`src/rtl/uart_pkg.sv`:
```
// Shared types and constants for the configurable UART blocks.
package uart_pkg;

  localparam int unsigned DATA_W   = 8;
  localparam int unsigned BITCNT_W = 3;

  typedef enum logic [1:0] {
    PAR_NONE = 2'b00,
    PAR_EVEN = 2'b01,
    PAR_ODD  = 2'b10,
    PAR_RSVD = 2'b11
  } parity_t;

  typedef enum logic [2:0] {
    IDLE,
    START,
    DATA,
    PARITY,
    STOP
  } tx_state_t;

  // Data-bit count for a frame-format code: 5 + code.
  function automatic logic [3:0] data_bits_n(input logic [1:0] code);
    return 4'd5 + {2'b00, code};
  endfunction

endpackage

```
`src/rtl/uart_tx_cfg_if.sv`:
```
// Byte-source handshake into the UART transmitter FIFO.
interface uart_tx_cfg_if;
  import uart_pkg::*;

  logic [DATA_W-1:0] i_data;
  logic              i_valid;
  logic              o_ready;

  modport master (output i_data, output i_valid, input o_ready);
  modport slave  (input i_data, input i_valid, output o_ready);

endinterface

```
`src/rtl/sync_fifo.sv`:
```
// Single-clock FIFO with registered occupancy; no fall-through bypass.
module sync_fifo #(
  parameter int unsigned WIDTH = 8,
  parameter int unsigned DEPTH = 8
) (
  input  logic                     clock,
  input  logic                     i_rstn,
  input  logic                     push_i,
  input  logic [WIDTH-1:0]         wdata_i,
  input  logic                     pop_i,
  output logic [WIDTH-1:0]         rdata_o,
  output logic                     full_o,
  output logic                     empty_o,
  output logic [$clog2(DEPTH):0]   count_o
);

  localparam int unsigned AW = $clog2(DEPTH);
  localparam int unsigned CW = AW + 1;

  logic [WIDTH-1:0] mem_q [DEPTH];
  logic [AW-1:0]    wr_ptr_q, wr_ptr_d;
  logic [AW-1:0]    rd_ptr_q, rd_ptr_d;
  logic [CW-1:0]    count_q, count_d;
  logic             push_ok, pop_ok;

  assign full_o  = (count_q == CW'(DEPTH));
  assign empty_o = (count_q == '0);
  assign count_o = count_q;
  assign rdata_o = mem_q[rd_ptr_q];

  // Full blocks a push even when a pop frees a slot on the same edge.
  assign push_ok = push_i && !full_o;
  assign pop_ok  = pop_i && !empty_o;

  always_comb begin
    wr_ptr_d = wr_ptr_q;
    rd_ptr_d = rd_ptr_q;
    count_d  = count_q;
    if (push_ok) wr_ptr_d = wr_ptr_q + AW'(1);
    if (pop_ok)  rd_ptr_d = rd_ptr_q + AW'(1);
    case ({push_ok, pop_ok})
      2'b10:   count_d = count_q + CW'(1);
      2'b01:   count_d = count_q - CW'(1);
      default: count_d = count_q;
    endcase
  end

  always_ff @(posedge clock) begin
    if (!i_rstn) begin
      wr_ptr_q <= '0;
      rd_ptr_q <= '0;
      count_q  <= '0;
    end else begin
      wr_ptr_q <= wr_ptr_d;
      rd_ptr_q <= rd_ptr_d;
      count_q  <= count_d;
    end
  end

  // Storage needs no reset; occupancy alone defines valid entries.
  always_ff @(posedge clock) begin
    if (push_ok) mem_q[wr_ptr_q] <= wdata_i;
  end

endmodule

```
`src/rtl/uart_tx_cfg.sv`:
```
// UART transmitter with runtime frame format/baud and an input FIFO.
module uart_tx_cfg
  import uart_pkg::*;
#(
  parameter int unsigned FIFO_DEPTH = 8,
  parameter int unsigned DIV_BITS   = 16
) (
  input  logic                        clock,
  input  logic                        i_rstn,
  uart_tx_cfg_if.slave                tx_if,
  input  logic [DIV_BITS-1:0]         i_divisor,
  input  logic [1:0]                  i_data_bits,
  input  logic [1:0]                  i_parity,
  input  logic                        i_stop2,
  output logic                        o_serial,
  output logic                        o_busy,
  output logic [$clog2(FIFO_DEPTH):0] o_count
);

  tx_state_t             state_q, state_d;
  logic [DIV_BITS-1:0]   timer_q, timer_d;
  logic [DIV_BITS-1:0]   div_q, div_d;
  logic [BITCNT_W-1:0]   bitcnt_q, bitcnt_d;
  logic [BITCNT_W-1:0]   last_q, last_d;
  logic [DATA_W-1:0]     shift_q, shift_d;
  parity_t               par_q, par_d;
  logic                  stop2_q, stop2_d;
  logic                  stopcnt_q, stopcnt_d;
  logic                  parbit_q, parbit_d;
  logic                  serial_q, serial_d;

  logic                  pop_c;
  logic                  bit_end_c;
  logic                  par_en_c;
  logic                  full_c, empty_c;
  logic [DATA_W-1:0]     head_c;
  logic [$clog2(FIFO_DEPTH):0] count_c;

  sync_fifo #(
    .WIDTH (DATA_W),
    .DEPTH (FIFO_DEPTH)
  ) u_fifo (
    .clock   (clock),
    .i_rstn  (i_rstn),
    .push_i  (tx_if.i_valid),
    .wdata_i (tx_if.i_data),
    .pop_i   (pop_c),
    .rdata_o (head_c),
    .full_o  (full_c),
    .empty_o (empty_c),
    .count_o (count_c)
  );

  assign tx_if.o_ready = !full_c;
  assign o_serial      = serial_q;
  assign o_busy        = (state_q != IDLE) || !empty_c;
  assign o_count       = count_c;

  assign bit_end_c = (timer_q == '0);
  assign par_en_c  = (par_q == PAR_EVEN) || (par_q == PAR_ODD);

  // Next-state, line value and frame-config latch.
  always_comb begin
    state_d   = state_q;
    timer_d   = timer_q;
    div_d     = div_q;
    bitcnt_d  = bitcnt_q;
    last_d    = last_q;
    shift_d   = shift_q;
    par_d     = par_q;
    stop2_d   = stop2_q;
    stopcnt_d = stopcnt_q;
    parbit_d  = parbit_q;
    serial_d  = serial_q;
    pop_c     = 1'b0;

    if (state_q != IDLE) begin
      timer_d = bit_end_c ? div_q : (timer_q - DIV_BITS'(1));
    end

    case (state_q)
      IDLE: begin
        serial_d = 1'b1;
        if (!empty_c) pop_c = 1'b1;
      end
      START: begin
        if (bit_end_c) begin
          state_d  = DATA;
          bitcnt_d = '0;
          serial_d = shift_q[0];
        end
      end
      DATA: begin
        if (bit_end_c) begin
          parbit_d = parbit_q ^ shift_q[0];
          shift_d  = shift_q >> 1;
          if (bitcnt_q == last_q) begin
            if (par_en_c) begin
              state_d  = PARITY;
              serial_d = parbit_q ^ shift_q[0] ^ (par_q == PAR_ODD);
            end else begin
              state_d   = STOP;
              stopcnt_d = 1'b0;
              serial_d  = 1'b1;
            end
          end else begin
            bitcnt_d = bitcnt_q + BITCNT_W'(1);
            serial_d = shift_q[1];
          end
        end
      end
      PARITY: begin
        if (bit_end_c) begin
          state_d   = STOP;
          stopcnt_d = 1'b0;
          serial_d  = 1'b1;
        end
      end
      STOP: begin
        serial_d = 1'b1;
        if (bit_end_c) begin
          if (stop2_q && !stopcnt_q) begin
            stopcnt_d = 1'b1;
          end else if (!empty_c) begin
            pop_c = 1'b1;
          end else begin
            state_d = IDLE;
          end
        end
      end
      default: begin
        state_d  = IDLE;
        serial_d = 1'b1;
      end
    endcase

    // Loading a new frame: the head byte and the config inputs of this cycle.
    if (pop_c) begin
      state_d   = START;
      shift_d   = head_c;
      div_d     = i_divisor;
      timer_d   = i_divisor;
      last_d    = BITCNT_W'(data_bits_n(i_data_bits) - 4'd1);
      par_d     = parity_t'(i_parity);
      stop2_d   = i_stop2;
      stopcnt_d = 1'b0;
      parbit_d  = 1'b0;
      serial_d  = 1'b0;
    end
  end

  always_ff @(posedge clock) begin
    if (!i_rstn) begin
      state_q   <= IDLE;
      timer_q   <= '0;
      div_q     <= '0;
      bitcnt_q  <= '0;
      last_q    <= '0;
      shift_q   <= '0;
      par_q     <= PAR_NONE;
      stop2_q   <= 1'b0;
      stopcnt_q <= 1'b0;
      parbit_q  <= 1'b0;
      serial_q  <= 1'b1;
    end else begin
      state_q   <= state_d;
      timer_q   <= timer_d;
      div_q     <= div_d;
      bitcnt_q  <= bitcnt_d;
      last_q    <= last_d;
      shift_q   <= shift_d;
      par_q     <= par_d;
      stop2_q   <= stop2_d;
      stopcnt_q <= stopcnt_d;
      parbit_q  <= parbit_d;
      serial_q  <= serial_d;
    end
  end

endmodule
```
`src/flat_wrapper.sv`:
```
// flat-port wrapper written by rule: the top's interface ports become plain ports
module uart_tx_cfg_flat import uart_pkg::*;
#(
  parameter int unsigned FIFO_DEPTH = 8,
  parameter int unsigned DIV_BITS   = 16
)
  (clock, i_rstn, i_divisor, i_data_bits, i_parity, i_stop2, o_serial, o_busy, o_count, tx_if_i_data, tx_if_i_valid, tx_if_o_ready);
  uart_tx_cfg_if tx_if_i ();
  input  logic clock;
  input  logic i_rstn;
  input  logic [DIV_BITS-1:0] i_divisor;
  input  logic [1:0] i_data_bits;
  input  logic [1:0] i_parity;
  input  logic i_stop2;
  output logic o_serial;
  output logic o_busy;
  output logic [$clog2(FIFO_DEPTH):0] o_count;
  input wire logic [$bits(tx_if_i.i_data)-1:0] tx_if_i_data;
  input wire logic [$bits(tx_if_i.i_valid)-1:0] tx_if_i_valid;
  output wire logic [$bits(tx_if_i.o_ready)-1:0] tx_if_o_ready;
  assign tx_if_i.i_data = tx_if_i_data;
  assign tx_if_i.i_valid = tx_if_i_valid;
  assign tx_if_o_ready = tx_if_i.o_ready;
  uart_tx_cfg #(.FIFO_DEPTH(FIFO_DEPTH), .DIV_BITS(DIV_BITS)) u_core (.clock(clock), .i_rstn(i_rstn), .tx_if(tx_if_i), .i_divisor(i_divisor), .i_data_bits(i_data_bits), .i_parity(i_parity), .i_stop2(i_stop2), .o_serial(o_serial), .o_busy(o_busy), .o_count(o_count));
endmodule
```
`config.mk`:
```
export PLATFORM = sky130hd
export DESIGN_NAME = uart_tx_cfg_flat
export DESIGN_NICKNAME = d
export VERILOG_FILES = /design/src/rtl/uart_pkg.sv /design/src/rtl/uart_tx_cfg_if.sv /design/src/rtl/sync_fifo.sv /design/src/rtl/uart_tx_cfg.sv /design/src/flat_wrapper.sv
export SDC_FILE = /design/constraint.sdc
export NUM_CORES = 1
export LEC_CHECK = 0
export ABC_AREA = 1
export CORE_MARGIN = 4
export CORE_UTILIZATION = 35
export CTS_CLUSTER_SIZE = 20
export DETAILED_ROUTE_END_ITERATION = 8
export SYNTH_ARGS = -nofsm -noshare
export SYNTH_HDL_FRONTEND = slang
export SYNTH_HIERARCHICAL = 1
export SYNTH_SLANG_ARGS = --single-unit
```
`constraint.sdc`:
```
create_clock -name clock -period 3.1 [get_ports clock]
set_input_delay 0.775 -clock clock [delete_from_list [all_inputs] [get_ports clock]]
set_output_delay 0.775 -clock clock [all_outputs]
set_load 0.03 [all_outputs]
```
* Word level (Yosys, flattened, before mapping)
Memories as Yosys holds them, arrays and structs flattened. A register that Yosys moved wholly into a read port is not among the register bits. Index checks and enable logic that the tools add are counted. Widths: inputs -> output; s select.
Storage, ports and cells: memories 1, bits in writable memories 64, register bits 65, output and inout bits 7, logic and storage cells 125, input port bits 32
Operators by class: bitwise operators 4, eq/ne operators 28, mux-type cells 43, add/sub/neg operators 8, reduce and logical (&&, ||, !) cells 26
Memories:
- u_core.u_fifo.mem_q | words 8, width 8, rd ports 1, clocked after Yosys merged registers in 1, write ports 1, RTL line sync_fifo.sv:20 | logic [WIDTH-1:0] mem_q [DEPTH];
Operator list (count):
- $mux 16 | 3
- $mux 3 | 13
- $mux 8 | 3
- $mux 1 | 18
- $ne 3x2->1 const B | 6
- $logic_not 16->1 | 1
- $reduce_and 8->1 | 2
- $sub 16x1->16 const B | 1
- $pmux 3 s5 | 1
- $ne 2x1->1 const B | 7
- $reduce_bool 2->1 | 5
- $add 3x1->3 const B | 3
- $ne 2x2->1 const B | 4
- $pmux 4 s2 | 1
- $reduce_and 7->1 | 1
- $eq 3x2->1 const B | 2
- $pmux 1 s3 | 2
- $pmux 3 s2 | 1
- $reduce_bool 3->1 | 2
- $add 4x1->4 const B | 1
- $eq 2x1->1 const B | 2
- $eq 2x2->1 const B | 2
- $eq 4x4->1 const B | 1
- $logic_not 4->1 | 1
- other kinds (18) | 26

* Logic depth before layout (Yosys ltp)
Gate-level depths: netlist of the first run.
word-level depth 8, depth in mapped cells 21, gate-level depth less buffers 20

* Modules after synthesis
Netlist of the first run, hierarchy kept.
Modules (own cells, without submodules):
- sync_fifo | cells an instance 276, times used 1, seq. area each 2182.1 sq um, area an instance 3175.5 sq um
- uart_tx_cfg | cells an instance 447, times used 1, seq. area each 1101.1 sq um, area an instance 3104.2 sq um

* Least setup slack after synthesis of the first run
Ideal clock, no wire load.
kind reg-to-reg, start point reg u_core.u_fifo.count_q[2], in the netlist u_core/u_fifo/count_o[2], end point reg u_core.u_fifo.count_q[2], in the netlist u_core/u_fifo/count_o[2], arrival 2.640 ns, cell stages (with the launch flop) 21, setup slack 0.345 ns, library setup time 0.115 ns, path buffers 1, data required time 2.985 ns, clock period less this slack 2.755 ns, cell sequence dfxtp_1 > inv_1 > nand3_1 > inv_1 > inv_1 > nand3_2 > nor2_2 > nand4_4 > nand2_8 > buf_6 > nand2_1 > inv_1 > ha_1 > nand2_1 > inv_1 > nor2_1 > ha_1 > a21oi_1 > xnor2_1 > o21ai_0 > inv_1
Between the ends: word-level cells in the longest chain between the ends 8
Ends and longest elaborated chain:
- start, declared | RTL line sync_fifo.sv:23 | logic [CW-1:0] count_q, count_d;
- start signal, assigned | RTL line sync_fifo.sv:56 | count_q <= count_d;
- $logic_not 4->1 * | RTL line sync_fifo.sv:27 | assign empty_o = (count_q == '0);
- via u_core.empty_c | RTL line uart_tx_cfg.sv:35 | logic full_c, empty_c;
- $mux 1 * | RTL line uart_tx_cfg.sv:84, uart_tx_cfg.sv:124
- $mux 1 | RTL line uart_tx_cfg.sv:122 | if (stop2_q && !stopcnt_q) begin
- $mux 1 | RTL line uart_tx_cfg.sv:121 | if (bit_end_c) begin
- $pmux 1 s2 * | RTL line uart_tx_cfg.sv:81 | case (state_q)
- via u_core.pop_c | RTL line uart_tx_cfg.sv:32 | logic pop_c;
- $logic_and 1x1->1 * | RTL line sync_fifo.sv:33 | assign pop_ok = pop_i && !empty_o;
- via u_core.u_fifo.pop_ok | RTL line sync_fifo.sv:24 | logic push_ok, pop_ok;
- $eq 2x1->1 or $eq 2x2->1 (tied branches) | RTL line sync_fifo.sv:41 | case ({push_ok, pop_ok})
- $pmux 4 s2 or $reduce_bool 2->1 (tied branches)
The timed path passes the listed nets; every way through them passes the cells marked *. A chain may end at the register's enable or synchronous reset.

* Worst setup path after layout of the first run
start point reg u_core.u_fifo.count_q[1], in the netlist u_core/u_fifo/count_o[1], end point out o_busy
Between the ends: word-level cells in the longest chain between the ends 3
Ends and longest elaborated chain:
- $logic_not 4->1 | RTL line sync_fifo.sv:27
- via u_core.empty_c | RTL line uart_tx_cfg.sv:35
- $logic_not 1->1 | RTL line uart_tx_cfg.sv:56 | assign o_busy = (state_q != IDLE) || !empty_c;
- $logic_or 1x1->1 | RTL line uart_tx_cfg.sv:56
- end, declared | RTL line flat_wrapper.sv:16 | output logic o_busy;
The timed path passes the listed nets, and every way through them passes these cells.

==> flow_summary.yaml, run 1 <==
clock_network:
  cts_tree: "built"
  cts_buffer_depth: 2
  post-cts-setup-buffers: 0
  cts_sinks: 132
  clock_latency_ns: 0.43
  h-tree-depth: 4
  cts.clk_slew.worst_paths_ns: 0.06
  cts_root_buf: "clkbuf_16"
  cts_buffers: 17
yosys:
  synth-adder-area-share: 0.0159
  ys_types: 40
  synth_xor_area_frac: 0.0167
  ys_seq_area_frac: 0.523
  yosys.area.top_type_share: 0.306
  muxShareOfSynthArea: 0.0128
  synth_top_family_by_area: "simple AND/OR/NAND/NOR gates"
  ys_async_sr_fraction: 0
  synth_area_leaders: "edfxtp_1 31%, dfxtp_1 22%, nand2_1 8.2%, nor2_1 6.0%, o21ai_0 4.3%"
  yosys_warnings: 6
  synth_top_cell_by_area: "edfxtp_1"
  syn_inst: 723
  synthSimpleGateAreaFrac: 0.233
  synth_area_mm2: 0.00628
  synth_compound_area_frac: 0.123
  syn_avg_cell_area_um2: 8.69
  synth-edff-count: 64
  ys_ff_latch: 132
  synthFlopType: "dfxtp_1"
  synth_nets: 763
sta:
  rsz0062_at_grt: "no"
  max_freq_mhz: 346
  setup_viol: 0
  setup_tns_ns: 0
  slew-limit-headroom: 0.530
  fin_crit_ns: 2.89
  hold_ws_ns: 0.461
  worst_pin_slew_ns: 0.703
  drv_slew: 0
  hold_viol_final: 0
  fin_skew_ns: 0.0193
  min_period_over_period: 0.933
setup_path:
  start_kind: "register"
  worstPathMaxFanout: 6
  crit_required_ns: 2.32
  reg2reg_depth: 19
  end_kind: "primary output"
  rrSetupSlack_ns: 0.41
  path_class: "reg -> out"
  reg2reg_from: "u_core/u_fifo/count_o[1]"
  startpoint: "u_core/u_fifo/count_o[1]"
  cp-endpoint: "o_busy"
  path_cells: "nor2_1, nand3_1, inv_1, inv_1, nor2_2, inv_2, clkdlybuf4s50_1"
  cp_slowest_cell: "clkdlybuf4s50_1"
  slowest_delay_ns: 0.59
  reg2reg_to: "u_core/u_fifo/count_o[2]"
  cp_common_cell: "inv_1"
  arrival_ns: 2.12
die:
  die_w_um: 142
  rows: 48
  initial_core_util: 0.361
  core_area_mm2: 0.0174
  die_h_um: 142
  die_area_mm2: 0.0201
  pin_count: 39
power_and_ir_drop:
  p_sw_frac: 0.419
  combinationalPowerShare: 0.420
  p_seq_frac: 0.319
  vdd.ir_drop.worst_mv: 0.490
  internal_power_mw: 4.47
  powerDensity_mw_per_mm2: 1030
  pwr-share-clk: 0.262
  switchingPower_mw: 3.23
  static-leakage-power_nw: 2.96
drt:
  vias: 4832
  vias_per_cell: 4.80
  drt_iter0_drc: 419
  wl_mm: 13.9
  met3WireLength_um: 624
  drc: 0
  first_pass_iters: 5
  postRouteAntennaNets: 0
  top_layer_used: "met4"
  wl_met1_mm: 7.10
  post_drt_wl_per_cell_um: 13.8
  route.met2.wl_mm: 5.93
grt:
  grt_overflow: 0
  grt_pass1_wl_mm: 22.5
  grt_max_degree: 36
  antenna_found_initial: 0
  track_usage: 0.141
  grt_pass1_vias: 4488
placed_design:
  place_hpwl_mm: 9.43
  placed_cells: 975
  gp_congestion: 0.803
  io_buffers: 38
final_layout:
  finish.net_count: 809
  drive_above_1_share: 0.120
  area_delta_synth_final_pct: 18.6
  multi_input_area_mm2: 0.00252
  n_fill_cell: 1718
  final_cells: 1007
  layout_common_cells: "138 x nand2_1, 99 x nor2_1, 68 x inv_1, 68 x dfxtp_1, 64 x edfxtp_1"
  num_antenna_cells: 0
  final_common_cell: "nand2_1"
  seq_area_mm2: 0.00328
flow_run:
  drv_cap: 0
run_status:
  status: "finished clean"
hold_path:
  worstHoldPathType: "reg -> reg"
routing by layer:
layer,vias up,track usage
li1,2498,-
met1,2224,0.200
met4,0,0.0571
met3,16,0.0373
met5,-,0
met2,94,0.206
sequential cells by signal, indices dropped and copies added, names as in the netlist, named ones only:
signal and count:
u_core/bitcnt_q 3, u_core/u_fifo/wr_ptr_q 3, u_core/par_q 2, u_core/u_fifo/mem_q 64, u_core/shift_q 8, u_core/state_q 3, u_core/u_fifo/rd_ptr_q 3, u_core/timer_q 16
u_core/u_fifo/count_o 4, u_core/o_serial 1, u_core/stop2_q 1, u_core/last_q 3, u_core/parbit_q 1, u_core/stopcnt_q 1, u_core/div_q 16
power groups by stage:
stage	Clock (mW)	Combinational, mW	Sequential (mW)
after floorplan	0	2.62	2.46
after global placement	0	3.22	2.48
after detailed placement	0	3.22	2.48
after CTS	2.06	3.24	2.45
after global routing	2.13	3.67	2.50
final	2.01	3.23	2.45
layout make-up:
cell class | instances | area share
flip-flops and latches | 132 | 0.441
multi-input cells | 491 | 0.339
repair buffers | 50 | 0.0631
clock buffers | 17 | 0.0571
inverters | 77 | 0.0393
well taps | 225 | 0.0378
clock inverters | 15 | 0.0235
metrics by stage:
| stage | worst slack [ns] | total power, mW | area, um^2 | util |
|---|---|---|---|---|
| detailed placement | 0.476 | 5.70 | 6850 | 0.393 |
| global route | 0.0590 | 8.30 | 7450 | 0.428 |
| floorplan | 0.345 | 5.08 | 6280 | - |
| finish | 0.208 | 7.69 | 7450 | 0.428 |
| global placement | 0.542 | 5.70 | 6850 | 0.393 |
| CTS | 0.0667 | 7.75 | 7450 | 0.428 |
worst max-delay path: cells and delay by family (launching register included):
kind,cells,cell delay (ns)
buffers and inverters,4,0.82
flip-flops,1,0.35
AND/OR/NAND/NOR,3,0.54
worst min-delay path by stage:
stage	slack, ns	end	startpoint	depth (start not counted)
floorplan	0.43	u_core/div_q[8]	u_core/div_q[8]	2
global placement	0.45	u_core/div_q[1]	u_core/div_q[1]	2
detailed placement	0.45	u_core/div_q[1]	u_core/div_q[1]	2
CTS	0.46	u_core/stopcnt_q	u_core/stopcnt_q	2
global route	0.49	u_core/div_q[5]	u_core/div_q[5]	2
finish	0.46	u_core/stopcnt_q	u_core/stopcnt_q	2
timing repair:
item,4_1_cts,5_1_grt
endpoints found under the setup margin,0,1
gates resized for setup,0,1
hold buffers,0,0
Yosys cell counts, types with 5 or more instances:
library cell / count
nand2_2: 11
a21oi_1: 31
mux2i_1: 8
dfxtp_1: 68
clkbuf_1: 5
o21ai_1: 28
nor3_1: 7
inv_1: 68
inv_2: 7
xor2_1: 6
buf_2: 6
o21ai_0: 54
nor2_1: 100
nor2_4: 7
xnor2_1: 6
o22ai_1: 17
buf_6: 10
nand2_1: 138
nand3_1: 38
a31oi_1: 7
ha_1: 8
edfxtp_1: 64
nor2_2: 7
kinds of logic (layout without fill, tap and decap cells):
kind of cell | after synthesis | in the layout
compound gates | 143 | 143
flops | 132 | 132
simple gates | 320 | 320
mux | 8 | 8
xor+xnor | 12 | 12
buf+inv | 100 | 159
fa+ha+maj | 8 | 8
(Power assumes the default switching activity.)
==> run 2, diff against run 1 <==
--- a/config.mk
+++ b/config.mk
@@ -6,10 +6,12 @@
 export NUM_CORES = 1
 export LEC_CHECK = 0
 export ABC_AREA = 1
+export CAP_MARGIN = 20
 export CORE_MARGIN = 4
 export CORE_UTILIZATION = 35
 export CTS_CLUSTER_SIZE = 20
 export DETAILED_ROUTE_END_ITERATION = 8
+export HOLD_SLACK_MARGIN = 0.15
 export SYNTH_ARGS = -nofsm -noshare
 export SYNTH_HDL_FRONTEND = slang
 export SYNTH_HIERARCHICAL = 1
==> constraint.sdc (replaced) <==
create_clock -name clock -period 3.7 [get_ports clock]
set_input_delay 0.925 -clock clock [delete_from_list [all_inputs] [get_ports clock]]
set_output_delay 0.925 -clock clock [all_outputs]
set_load 0.03 [all_outputs]
==> run 2 against run 1 <==
  * Combinational power fell by 18%
  * Global-route usage rose by 0.10 points
  * Core utilization fell by 0.50 points
  * Die area did not move
  * Non-clock buffer count fell by 4
  * Sequential cell count did not move
  * Clock-buffer cell count did not move
  * Clock skew fell by 0.0089 ns
  * Power fell by 19%
  * Register-to-register slack improved by 0.39 ns
==> flow_summary.yaml, run 2 (synthesis gave the netlist of run 1 again) <==
final_layout:
  num_antenna_cells: 0
  regMostFlops: "u_core/u_fifo/mem_q"
  final_common_cell: "nand2_1"
  largest_reg_flops: 64
  layout_common_cells: "138 x nand2_1, 100 x nor2_1, 68 x inv_1, 68 x dfxtp_1, 64 x edfxtp_1"
  reg_top3: "u_core/u_fifo/mem_q x64, u_core/div_q x16, u_core/timer_q x16"
  area_delta_synth_final_pct: 17.3
  finish.net_count: 805
  drive_above_1_share: 0.113
  n_fill_cell: 1737
drt:
  wl_mm: 13.6
  vias_per_cell: 4.76
  postRouteAntennaNets: 0
  drc: 0
  drt_iter0_drc: 292
  post_drt_wl_per_cell_um: 13.6
  vias: 4770
  first_pass_iters: 5
clock_network:
  cts_root_buf: "clkbuf_16"
  cts_hold_buffers: 0
  cts_buffer_depth: 2
  cts_sinks: 132
  cts_tree: "built"
  ctsResizeCount: 0
  cts.clk_slew.worst_paths_ns: 0.06
  h-tree-depth: 4
  post-cts-setup-buffers: 0
  clock_latency_ns: 0.42
  cts_buffers: 17
sta:
  hold_viol_final: 0
  setup_tns_ns: 0
  slew-limit-headroom: 0.342
  worst_pin_slew_ns: 0.986
  max_freq_mhz: 315
  drv_slew: 0
  hold_ws_ns: 0.456
  fin_crit_ns: 3.17
  setup_viol: 0
  fin_skew_ns: 0.0104
  min_period_over_period: 0.857
  rsz0062_at_grt: "no"
  fin_ws_ns: 0.530
setup_path:
  start_kind: "register"
  rrSetupSlack_ns: 0.80
  reg2reg_to: "u_core/u_fifo/count_o[2]"
  crit_required_ns: 2.77
  path_class: "reg -> out"
  reg2reg_from: "u_core/u_fifo/count_o[1]"
  worstPathMaxFanout: 6
  arrival_ns: 2.24
  end_kind: "primary output"
  reg2reg_depth: 19
hold_path:
  worstHoldPathType: "reg -> reg"
  min_from: "u_core/div_q[1]"
  hold_end: "u_core/div_q[1]"
  hold_depth: 2
power_and_ir_drop:
  static-leakage-power_nw: 2.91
  vdd.ir_drop.worst_mv: 0.388
  powerDensity_mw_per_mm2: 848
  power_mw: 6.25
die:
  die_h_um: 142
  die_w_um: 142
  pin_count: 39
  rows: 48
  core_area_mm2: 0.0174
  initial_core_util: 0.361
  die_area_mm2: 0.0201
placed_design:
  gp_congestion: 0.855
  io_buffers: 38
  place_ws_ns: 0.783
  place_hpwl_mm: 9.13
grt:
  antenna_found_initial: 0
  grt_pass1_wl_mm: 22.5
  grt_max_degree: 37
  grt_overflow: 0
  track_usage: 0.142
  grt_pass1_vias: 4533
run_status:
  status: "finished clean"
flow_run:
  drv_cap: 0
[run 2: cell types whose count changed in the layout (fill, tap and decap cells not counted), moves of 2 or more]
cell / change
buf_4: -4
clkinv_2: +2
clkinv_4: +3
inv_8: -5
[run 2: routing by layer]
layer | wire (um) | GRT usage
met1 | 6660 | 0.193
met2 | 6170 | 0.214
met3 | 624 | 0.0376
met4 | 186 | 0.0657
met5 | 0 | 0
[run 2: worst max-delay path, cell delays in order (launching register included)]
cell	delay, ns
dfxtp_1	0.35
nor2_1	0.15
nand3_1	0.15
inv_1	0.08
inv_1	0.07
nor2_1	0.36
inv_2	0.06
clkdlybuf4s50_1	0.60
[run 2: through the flow]
step                area [um^2]  instances  utilization
floorplan                  6280        723            -
global placement           6820        971        0.391
detailed placement         6820        971        0.391
CTS                        7360       1003        0.423
global route               7360       1003        0.423
finish                     7360       1003        0.423
[run 2: final cells by class]
cell class / count / area (um^2) / share of cell area
flip-flops and latches: 132 / 3280 / 0.446
multi-input cells: 491 / 2520 / 0.342
repair buffers: 46 / 440 / 0.0598
clock buffers: 17 / 425 / 0.0578
inverters: 77 / 293 / 0.0398
well taps: 225 / 282 / 0.0382
clock inverters: 15 / 120 / 0.0163
[run 2: how the worst max path moves through the flow]
stage	start	endpoint	slack [ns]
6_report	u_core/u_fifo/count_o[1]	o_busy	0.53
5_1_grt	u_core/u_fifo/count_o[1]	o_busy	0.34
4_1_cts	u_core/u_fifo/count_o[1]	o_busy	0.48
3_5_place_dp	u_core/u_fifo/count_o[1]	u_core/u_fifo/count_o[2]	0.78
3_3_place_gp	u_core/u_fifo/count_o[1]	u_core/u_fifo/count_o[2]	0.87
2_1_floorplan	u_core/u_fifo/count_o[2]	u_core/u_fifo/count_o[2]	0.94
[run 2: report_power, final]
part | switching, mW | internal [mW] | total, mW
logic | 1.73 | 0.911 | 2.64
clock network | 0.668 | 0.869 | 1.54
registers | 0.235 | 1.84 | 2.07
total | 2.63 | 3.62 | 6.25
==> run 3, diff against run 2 <==
--- a/config.mk
+++ b/config.mk
@@ -12,6 +12,7 @@
 export CTS_CLUSTER_SIZE = 20
 export DETAILED_ROUTE_END_ITERATION = 8
 export HOLD_SLACK_MARGIN = 0.15
+export MAX_ROUTING_LAYER = met4
 export SYNTH_ARGS = -nofsm -noshare
 export SYNTH_HDL_FRONTEND = slang
 export SYNTH_HIERARCHICAL = 1
==> run 3 against run 2 <==
  * Core utilization is the same
  * Non-clock buffer count unchanged
  * Clock skew grew 0.0028 ns
==> flow_summary.yaml, run 3 (synthesis gave the netlist of run 1 again) <==
clock_network:
  cts_hold_buffers: 0
  clock_latency_ns: 0.42
  h-tree-depth: 4
  cts_sinks: 132
  cts_buffers: 17
  cts.clk_slew.worst_paths_ns: 0.06
  ctsResizeCount: 0
  cts_buffer_depth: 2
  post-cts-setup-buffers: 0
  cts_tree: "built"
  cts_root_buf: "clkbuf_16"
die:
  die_h_um: 142
  core_area_mm2: 0.0174
  pin_count: 39
  die_area_mm2: 0.0201
  initial_core_util: 0.361
  rows: 48
  die_w_um: 142
setup_path:
  reg2reg_depth: 19
  arrival_ns: 2.26
  critical_path.top_delay_family: "buffers and inverters"
  worstPathMaxFanout: 6
  crit_required_ns: 2.77
  reg2reg_from: "u_core/u_fifo/count_o[1]"
  path_class: "reg -> out"
  reg2reg_to: "u_core/u_fifo/count_o[2]"
  path_cells: "nor2_1, nand3_1, inv_1, inv_1, nor2_1, inv_2, clkdlybuf4s50_1"
  cp.buffers_inverters: 4
  slowest_delay_ns: 0.60
  cp_slowest_cell: "clkdlybuf4s50_1"
  end_kind: "primary output"
  start_kind: "register"
  rrSetupSlack_ns: 0.80
drt:
  vias_per_cell: 4.75
  post_drt_wl_per_cell_um: 13.6
  drc: 0
  drt_iter0_drc: 291
  postRouteAntennaNets: 0
  wl_mm: 13.7
  first_pass_iters: 5
  vias: 4760
sta:
  fin_crit_ns: 3.18
  hold_viol_final: 0
  setup_tns_ns: 0
  rsz0062_at_grt: "no"
  worst_pin_slew_ns: 0.981
  min_period_over_period: 0.860
  drv_slew: 0
  max_freq_mhz: 314
  slew-limit-headroom: 0.345
  setup_viol: 0
  fin_ws_ns: 0.519
  fin_skew_ns: 0.0132
grt:
  grt_pass1_vias: 4531
  grt_max_degree: 37
  grt_pass1_wl_mm: 22.5
  track_usage: 0.147
  antenna_found_initial: 0
  grt_overflow: 0
power_and_ir_drop:
  vdd.ir_drop.worst_mv: 0.390
  static-leakage-power_nw: 2.91
  power_mw: 6.25
  powerDensity_mw_per_mm2: 849
final_layout:
  final_cells: 1003
  layout_common_cells: "138 x nand2_1, 100 x nor2_1, 68 x inv_1, 68 x dfxtp_1, 64 x edfxtp_1"
  area_delta_synth_final_pct: 17.3
  seq_area_mm2: 0.00328
  drive_above_1_share: 0.113
  final_common_cell: "nand2_1"
  finish.net_count: 805
  regMostFlops: "u_core/u_fifo/mem_q"
  multi_input_area_mm2: 0.00252
  num_antenna_cells: 0
  reg_top3: "u_core/u_fifo/mem_q x64, u_core/div_q x16, u_core/timer_q x16"
  largest_reg_flops: 64
  n_fill_cell: 1737
run_status:
  status: "finished clean"
placed_design:
  io_buffers: 38
  place_ws_ns: 0.783
  placed_cells: 971
  gp_congestion: 0.869
  place_hpwl_mm: 9.13
hold_path:
  worstHoldPathType: "reg -> reg"
  hold_depth: 2
  hold_end: "u_core/div_q[1]"
  min_from: "u_core/div_q[1]"
flow_run:
  drv_cap: 0
-- run 3: cell counts in the layout (fill, tap and decap cells not counted) --
Identical to the previous run, type by type.
-- run 3: cell type report --
type                    instances  area share
clock buffers                  17      0.0578
flip-flops and latches        132       0.446
well taps                     225      0.0382
inverters                      77      0.0398
repair buffers                 46      0.0598
clock inverters                15      0.0163
multi-input cells             491       0.342
-- run 3: where the power goes --
part           total (mW)  internal [mW]  switching (mW)  leakage, nW
logic                2.64          0.911            1.73         1.50
registers            2.08           1.84           0.235         1.14
clock network        1.54          0.869           0.669        0.268
total                6.25           3.62            2.63         2.91
-- run 3: how the worst max path moves through the flow --
stage	from	end	slack (ns)	cells after the start
5_1_grt	u_core/u_fifo/count_o[1]	o_busy	0.34	7
3_3_place_gp	u_core/u_fifo/count_o[1]	u_core/u_fifo/count_o[2]	0.87	19
2_1_floorplan	u_core/u_fifo/count_o[2]	u_core/u_fifo/count_o[2]	0.94	20
6_report	u_core/u_fifo/count_o[1]	o_busy	0.52	7
3_5_place_dp	u_core/u_fifo/count_o[1]	u_core/u_fifo/count_o[2]	0.78	19
4_1_cts	u_core/u_fifo/count_o[1]	o_busy	0.48	7
-- run 3: worst reg2reg max path, stage by stage, from the launching register on --
cell	delay, ns
dfxtp_1	0.41
nor2_1	0.09
nand3_1	0.14
inv_1	0.06
inv_1	0.10
nand3_2	0.12
nor2_2	0.14
nand4_4	0.13
nand2_8	0.27
nand2_1	0.16
inv_1	0.17
ha_1	0.24
nand2_1	0.07
inv_1	0.07
nor2_1	0.05
ha_1	0.17
a21oi_1	0.15
xnor2_1	0.08
o21ai_0	0.14
inv_1	0.05
-- run 3: through the flow --
step | instance area (um^2) | utilization | hold WS [ns]
detailed placement | 6820 | 0.391 | 0.448
finish | 7360 | 0.423 | 0.456
global route | 7360 | 0.423 | 0.483
CTS | 7360 | 0.423 | 0.457
global placement | 6820 | 0.391 | 0.447
floorplan | 6280 | - | 0.429
-- run 3: layer usage --
layer	GRT usage	vias up	share of wire
met5	-	-	0
met4	0.0657	0	0.014
met3	0.0356	13	0.044
met2	0.214	81	0.45
met1	0.193	2166	0.49
li1	-	2500	-
